### config.mk
export PLATFORM = sky130hd
export DESIGN_NAME = key_round_register
export DESIGN_NICKNAME = d
export VERILOG_FILES = /design/src/rtl/key_round_register.sv
export SDC_FILE = /design/constraint.sdc
export NUM_CORES = 1
export LEC_CHECK = 0
export BUFFER_PORTS_ARGS = -buffer_cell sky130_fd_sc_hd__buf_2
export CORE_ASPECT_RATIO = 1.25
export CORE_MARGIN = 3
export CORE_UTILIZATION = 25
export DETAILED_ROUTE_END_ITERATION = 16
export PLACE_DENSITY = 0.55
export SLEW_MARGIN = 25
export SYNTH_ARGS = -nofsm -noshare
export SYNTH_HDL_FRONTEND = slang
export SYNTH_SLANG_ARGS = --single-unit
### constraint.sdc
create_clock -name clk_i -period 7.52 [get_ports clk_i]
set_input_delay 0.752 -clock clk_i [delete_from_list [all_inputs] [get_ports clk_i]]
set_output_delay 0.752 -clock clk_i [all_outputs]
set_load 0.005 [all_outputs]
### src/rtl/key_round_register.sv
// ----------------------------------------------------------------------------
// key_round_register
//   Produces ROUNDS successive round-key halves (C, D) from one loaded pair.
//   Each round circularly rotates both halves left by 1 or 2 bits, as selected
//   by SHIFT_SCHED.
//   The current round value is offered with valid_o. It advances only on a
//   ready_i handshake. done_o pulses for one cycle after the final round is
//   accepted.
//
//   Optional feature (macro KEY_DECRYPT_EN): adds mode_i, sampled with load_i.
//   When mode_i=1 the rounds are walked in reverse order, from ROUNDS down to
//   1, with right rotations.
//
// Ports
//   clk_i     : clock, rising edge
//   rst_ni    : asynchronous active-low reset
//   load_i    : start request; c_in_i/d_in_i (and mode_i) sampled when accepted
//   mode_i    : (KEY_DECRYPT_EN only) 1 = reverse (decrypt) order
//   c_in_i    : initial C half
//   d_in_i    : initial D half
//   ready_i   : downstream accepts current round value
//   c_out_o   : current round C half (registered)
//   d_out_o   : current round D half (registered)
//   valid_o   : c_out_o/d_out_o/round_o hold a valid round value
//   round_o   : current round, 1..ROUNDS while valid, else 0
//   busy_o    : high while a sequence is running
//   done_o    : one-cycle pulse after the last round is accepted
// ----------------------------------------------------------------------------
module key_round_register #(
    parameter int                HALF_W      = 64,
    parameter int                ROUNDS      = 16,
    parameter logic [ROUNDS-1:0] SHIFT_SCHED = ROUNDS'(16'h8103)
) (
    input  logic              clk_i,
    input  logic              rst_ni,
    input  logic              load_i,
`ifdef KEY_DECRYPT_EN
    input  logic              mode_i,
`endif
    input  logic [HALF_W-1:0] c_in_i,
    input  logic [HALF_W-1:0] d_in_i,
    input  logic              ready_i,
    output logic [HALF_W-1:0] c_out_o,
    output logic [HALF_W-1:0] d_out_o,
    output logic              valid_o,
    output logic [5:0]        round_o,
    output logic              busy_o,
    output logic              done_o
);

    typedef enum logic {S_IDLE, S_RUN} state_t;

    // Rotation amount of round r (1-based): schedule bit set -> 1, else 2.
    function automatic int shamt(input logic [5:0] r);
        int s = 2;
        for (int i = 0; i < ROUNDS; i++)
            if (r == 6'(i + 1) && SHIFT_SCHED[i]) s = 1;
        return s;
    endfunction

    function automatic logic [HALF_W-1:0] rotl(input logic [HALF_W-1:0] x, input int amt);
        int a = amt % HALF_W;
        if (a == 0) return x;
        return (x << a) | (x >> (HALF_W - a));
    endfunction

    function automatic logic [HALF_W-1:0] rotr(input logic [HALF_W-1:0] x, input int amt);
        return rotl(x, HALF_W - (amt % HALF_W));
    endfunction

    state_t              state_q, state_d;
    logic [HALF_W-1:0]   c_q, c_d, d_q, d_d;
    logic [5:0]          round_q, round_d;
    logic                done_q, done_d;

`ifdef KEY_DECRYPT_EN
    // Net rotation after all rounds. A decrypt load jumps straight to the
    // last round's value.
    function automatic int total_shift();
        int t = 0;
        for (int i = 0; i < ROUNDS; i++) t += SHIFT_SCHED[i] ? 1 : 2;
        return t % HALF_W;
    endfunction
    localparam int TOTAL = total_shift();

    logic dec_q, dec_d;
`else
    logic dec_q;
    assign dec_q = 1'b0;
`endif

    always_comb begin
        state_d = state_q;
        c_d     = c_q;
        d_d     = d_q;
        round_d = round_q;
        done_d  = 1'b0;
`ifdef KEY_DECRYPT_EN
        dec_d   = dec_q;
`endif
        case (state_q)
            S_IDLE: begin
                // ready_i has no effect here; only a load starts a sequence.
                if (load_i) begin
                    state_d = S_RUN;
`ifdef KEY_DECRYPT_EN
                    dec_d = mode_i;
                    if (mode_i) begin
                        c_d     = rotl(c_in_i, TOTAL);
                        d_d     = rotl(d_in_i, TOTAL);
                        round_d = 6'(ROUNDS);
                    end else begin
                        c_d     = rotl(c_in_i, shamt(6'd1));
                        d_d     = rotl(d_in_i, shamt(6'd1));
                        round_d = 6'd1;
                    end
`else
                    c_d     = rotl(c_in_i, shamt(6'd1));
                    d_d     = rotl(d_in_i, shamt(6'd1));
                    round_d = 6'd1;
`endif
                end
            end
            S_RUN: begin
                // load_i is ignored here, even on the final handshake.
                if (ready_i) begin
                    if (!dec_q && round_q < 6'(ROUNDS)) begin
                        c_d     = rotl(c_q, shamt(round_q + 6'd1));
                        d_d     = rotl(d_q, shamt(round_q + 6'd1));
                        round_d = round_q + 6'd1;
                    end else if (dec_q && round_q > 6'd1) begin
                        c_d     = rotr(c_q, shamt(round_q));
                        d_d     = rotr(d_q, shamt(round_q));
                        round_d = round_q - 6'd1;
                    end else begin
                        // Last round accepted. Halves keep their final value.
                        state_d = S_IDLE;
                        round_d = 6'd0;
                        done_d  = 1'b1;
                    end
                end
            end
            default: state_d = S_IDLE;
        endcase
    end

    always_ff @(posedge clk_i or negedge rst_ni) begin
        if (!rst_ni) begin
            state_q <= S_IDLE;
            c_q     <= '0;
            d_q     <= '0;
            round_q <= 6'd0;
            done_q  <= 1'b0;
`ifdef KEY_DECRYPT_EN
            dec_q   <= 1'b0;
`endif
        end else begin
            state_q <= state_d;
            c_q     <= c_d;
            d_q     <= d_d;
            round_q <= round_d;
            done_q  <= done_d;
`ifdef KEY_DECRYPT_EN
            dec_q   <= dec_d;
`endif
        end
    end

    assign c_out_o = c_q;
    assign d_out_o = d_q;
    assign round_o = round_q;
    assign valid_o = (state_q == S_RUN);
    assign busy_o  = (state_q == S_RUN);
    assign done_o  = done_q;

endmodule

==> Implementation_results.wiki <==
{| class="wikitable"
! Metric !! Value
|-
| Clock slew at reported path FFs || 60 ps
|-
| Die width || 163.8 um
|-
| P&R area growth vs syn || 28.04%
|-
| Pins Over Slew Limit || 0
|-
| Global-route met1 utilization || 19.98%
|-
| Unrepaired setup endpoints after global routing || no
|-
| Worst R2R Setup Slack || 2650 ps
|-
| Ratio of final minimum period to clock period || 64.81%
|-
| Final critical delay including setup and external delays || 4874 ps
|-
| Startpoint Class || register
|-
| Input/output buffers || 268
|-
| Routed Wire Length || 26150 um
|-
| Fmax achieved || 205.2 MHz
|-
| Hold WC Path Type || primary input to async pin
|-
| # resized after CTS || 0
|-
| DR iter-0 viols || 407
|-
| Remaining global-route overflow || 0
|-
| Placed cell area || 9363 um2
|-
| Die Y || 203.3 um
|-
| Weighted congestion at the end of routability-driven global placement || 0.7732
|-
| CTS Buf Count || 17
|-
| Fin nets || 1159
|-
| Cell chain of the critical path || ha_1 > nand3_2 > xor2_1 > o2111ai_2 > or2_4 > clkinv_1 > buf_4 > ha_1 > nor2b_1 > and3_1 > nor2_4 > buf_4 > a221o_1
|-
| R2R depth || 13
|-
| Post-CTS setup buffers || 0
|-
| Number of distinct library cells after synthesis || 38
|-
| Startpoint of the most critical register-to-register path || round_o[0]
|-
| Gate family responsible for the most delay along the worst path || simple AND/OR/NAND/NOR gates
|-
| Syn Area/Cell || 9.716 um2
|-
| Count of state elements after synthesis || 136
|-
| Via count of the first global-routing pass || 7323
|-
| Worst slew margin relative to its limit || 29.58%
|-
| Final instance area || 9965 um2
|-
| Highest net fanout along the worst path || 65
|-
| CP max stage cell || sky130_fd_sc_hd__or2_4
|-
| Slew @ Worst Pin || 1056 ps
|-
| Drt via density || 4.970
|-
| Root Buffer || sky130_fd_sc_hd__clkbuf_16
|-
| Die area || 33300 um2
|-
| Clock sink count || 136
|-
| Maximum buffer depth of the clock tree || 2
|-
| Critical path buffer and inverter count || 3
|-
| Number of antenna violations at the first check in global routing || 5
|-
| Cell area after synthesis || 7782 um2
|-
| Cells taking the most area after synthesis || sky130_fd_sc_hd__dfrtp_1 44%, sky130_fd_sc_hd__mux2i_1 16%, sky130_fd_sc_hd__nor3b_1 12%, sky130_fd_sc_hd__a21oi_1 8.4%, sky130_fd_sc_hd__o21ai_0 7.2%
|-
| Fraction of layout cells with a size suffix above 1 || 30.27%
|-
| Placement Rows || 71
|-
| Combined flip-flop and latch cell area || 3407 um2
|-
| Worst vdd ir || 296.7 uV
|-
| Final-layout setup total negative slack || 0 ps
|-
| Worst-skew pair later-pin latency || 420 ps
|-
| Data arrival at the endpoint of the critical path || 5170 ps
|-
| Result of the run || complete, no violations
|-
| Cell count along the critical path || 13
|-
| Net count of the mapped netlist || 938
|-
| Finish-stage setup viols || 0
|-
| Peak per-stage delay on the critical path || 840 ps
|-
| Critical path required time || 7820 ps
|-
| Leak Pwr || 4.827 nW
|-
| Fin. Hold Viols || 0
|-
| DRC violations left || 0
|-
| Endpoint of the most critical register-to-register path || c_out_o[3]
|-
| Max-cap violation count || 0
|-
| Initial cell density of the core || 25.62%
|-
| Detailed Routing Iterations Pass 1 || 5
|-
| Antenna cell count || 0
|-
| Cell count after synthesis || 801
|-
| Post-detailed-route wirelength per cell || 18.22 um
|-
| Count of synthesis-stage warnings from yosys || 0
|-
| CTS tree || done
|-
| Worst clock skew || 10.15 ps
|-
| Top Usage Layer GRT || met2
|-
| Post-detail-place hpwl || 17510 um
|-
| First-pass GRT wire length || 40830 um
|-
| Multi-input gate area || 4021 um2
|-
| Fraction of met3 tracks used by global routing || 4.145%
|-
| Filler Cells Inserted || 3209
|-
| Met2 usage in global routing || 25.07%
|-
| Overall Global Routing Usage || 15.29%
|-
| Kind of critical path || register to register
|-
| Top-area cell type share of the netlist area || 43.73%
|-
| Residual antenna-violating net count after detailed routing || 0
|-
| Pin count of the biggest net entering global routing || 109
|-
| Power per cell area || 420.8 nW/um2
|-
| Number of hold buffers added after cts || 0
|-
| Placeable core region || 30380 um2
|-
| Cell type with the highest aggregate area in the netlist || sky130_fd_sc_hd__dfrtp_1
|-
| Worst setup EP type || register
|-
| Number of levels in the clock H-tree || 4
|-
| Total via count after detailed routing || 7132
|-
| Count of boundary I/O pins || 269
|-
| Sequential area share after synthesis || 43.73%
|}
-- synth_stat cells --
library cell and instances:
sky130_fd_sc_hd__mux2_4 1, sky130_fd_sc_hd__o21a_1 1, sky130_fd_sc_hd__nor3_1 3, sky130_fd_sc_hd__ha_1 5, sky130_fd_sc_hd__a2bb2oi_1 1, sky130_fd_sc_hd__a311oi_1 1
sky130_fd_sc_hd__inv_1 5, sky130_fd_sc_hd__and2_1 2, sky130_fd_sc_hd__o31ai_1 2, sky130_fd_sc_hd__nor2b_1 4, sky130_fd_sc_hd__or3_1 1, sky130_fd_sc_hd__mux2i_1 128
sky130_fd_sc_hd__nor2_1 14, sky130_fd_sc_hd__a21oi_1 130, sky130_fd_sc_hd__nand3_2 1, sky130_fd_sc_hd__xnor2_1 1, sky130_fd_sc_hd__a22o_1 1, sky130_fd_sc_hd__a221oi_2 1
sky130_fd_sc_hd__nand2b_1 6, sky130_fd_sc_hd__o32ai_1 1, sky130_fd_sc_hd__and3_1 1, sky130_fd_sc_hd__buf_6 6, sky130_fd_sc_hd__o21ai_1 18, sky130_fd_sc_hd__dfrtp_1 136
sky130_fd_sc_hd__buf_2 3, sky130_fd_sc_hd__o41ai_1 2, sky130_fd_sc_hd__nand3_1 2, sky130_fd_sc_hd__o2111ai_2 1, sky130_fd_sc_hd__buf_4 7, sky130_fd_sc_hd__clkbuf_1 58
sky130_fd_sc_hd__nand2_1 12, sky130_fd_sc_hd__clkinv_1 1, sky130_fd_sc_hd__or2_1 1, sky130_fd_sc_hd__xor2_1 2, sky130_fd_sc_hd__o21ai_0 112, sky130_fd_sc_hd__nor3b_1 125
sky130_fd_sc_hd__o221ai_1 2, sky130_fd_sc_hd__a221o_1 3
-- routing by layer --
metal | vias up | part of all wire (%)
met1 | 3487 | 44
met4 | 10 | 1.3
met3 | 27 | 6.8
li1 | 3381 | -
met5 | - | 0.26
met2 | 227 | 47
-- registers in the layout, indices dropped and copies added, names as in the netlist --
register,flops
c_out_o,64
done_o,1
d_out_o,64
busy_o,1
round_o,6
-- layout make-up --
class                           instances  share of cell area [%]
Timing Repair Buffer                  276                   14.16
Tap cell                              401                   5.035
Inverter                                6                  0.2511
Clock inverter                          8                   1.205
Sequential cell                       136                   34.19
Multi-Input combinational cell        585                   40.36
Clock buffer                           23                   4.797
-- where the power goes --
| part | leakage [nW] | switching, mW | internal, mW |
|---|---|---|---|
| clock network | 0.289 | 0.329 | 0.545 |
| logic | 2.73 | 1.09 | 0.869 |
| registers | 1.81 | 0.345 | 1.01 |
-- cells in the final DEF, fill, tap and decap left out, types with 4 or more instances in the layout --
cell type                     n
sky130_fd_sc_hd__a21oi_1    130
sky130_fd_sc_hd__o21ai_1     18
sky130_fd_sc_hd__inv_1        4
sky130_fd_sc_hd__buf_2      267
sky130_fd_sc_hd__buf_4        7
sky130_fd_sc_hd__nor2b_1      4
sky130_fd_sc_hd__nor2_1      13
sky130_fd_sc_hd__mux2i_1    128
sky130_fd_sc_hd__nand2b_1     6
sky130_fd_sc_hd__dfrtp_1    135
sky130_fd_sc_hd__o21ai_0    112
sky130_fd_sc_hd__clkbuf_16   17
sky130_fd_sc_hd__nand2_1     11
sky130_fd_sc_hd__nor3b_1    125
sky130_fd_sc_hd__ha_1         5
-- through the flow --
| stage | hold slack [ps] | power [mW] | cells | utilization, % | setup WS [ps] |
|---|---|---|---|---|---|
| after global routing | 436.4 | 4.525 | 1435 | 32.80 | 2282 |
| after CTS | 409.9 | 4.258 | 1435 | 32.79 | 2638 |
| after global placement | 533.4 | 3.329 | 1404 | 30.82 | 2769 |
| final | 387.3 | 4.193 | 1435 | 32.80 | 2646 |
| after floorplan | 456.4 | 2.666 | 801 | - | 4005 |
| after detailed placement | 544.2 | 3.361 | 1404 | 30.82 | 2661 |
-- worst reg2reg max path: stages, from the launching register on --
cell,delay [ps]
sky130_fd_sc_hd__dfrtp_1,480
sky130_fd_sc_hd__ha_1,280
sky130_fd_sc_hd__nand3_2,110
sky130_fd_sc_hd__xor2_1,170
sky130_fd_sc_hd__o2111ai_2,300
sky130_fd_sc_hd__or2_4,840
sky130_fd_sc_hd__clkinv_1,260
sky130_fd_sc_hd__buf_4,330
sky130_fd_sc_hd__ha_1,320
sky130_fd_sc_hd__nor2b_1,320
sky130_fd_sc_hd__and3_1,390
sky130_fd_sc_hd__nor2_4,150
sky130_fd_sc_hd__buf_4,360
sky130_fd_sc_hd__a221o_1,440
-- cells by family after synthesis --
logic type / after synthesis / synth area share, %
compound gates: 276 / 18.68
simple gates: 172 / 14.97
flops: 136 / 43.73
mux: 129 / 16.66
buf+inv: 80 / 4.823
fa+ha+maj: 5 / 0.8039
xor+xnor: 3 / 0.3377
-- worst max-delay path by stage --
stage               startpoint          end  slack [ps]
finish              round_o[0]   c_out_o[3]        2650
CTS                 round_o[0]   c_out_o[3]        2640
global route        round_o[0]  d_out_o[43]        2280
global placement    round_o[0]   c_out_o[3]        2770
floorplan           round_o[0]  c_out_o[49]        4000
detailed placement  round_o[0]   c_out_o[3]        2660
(Power assumes the default switching activity.)
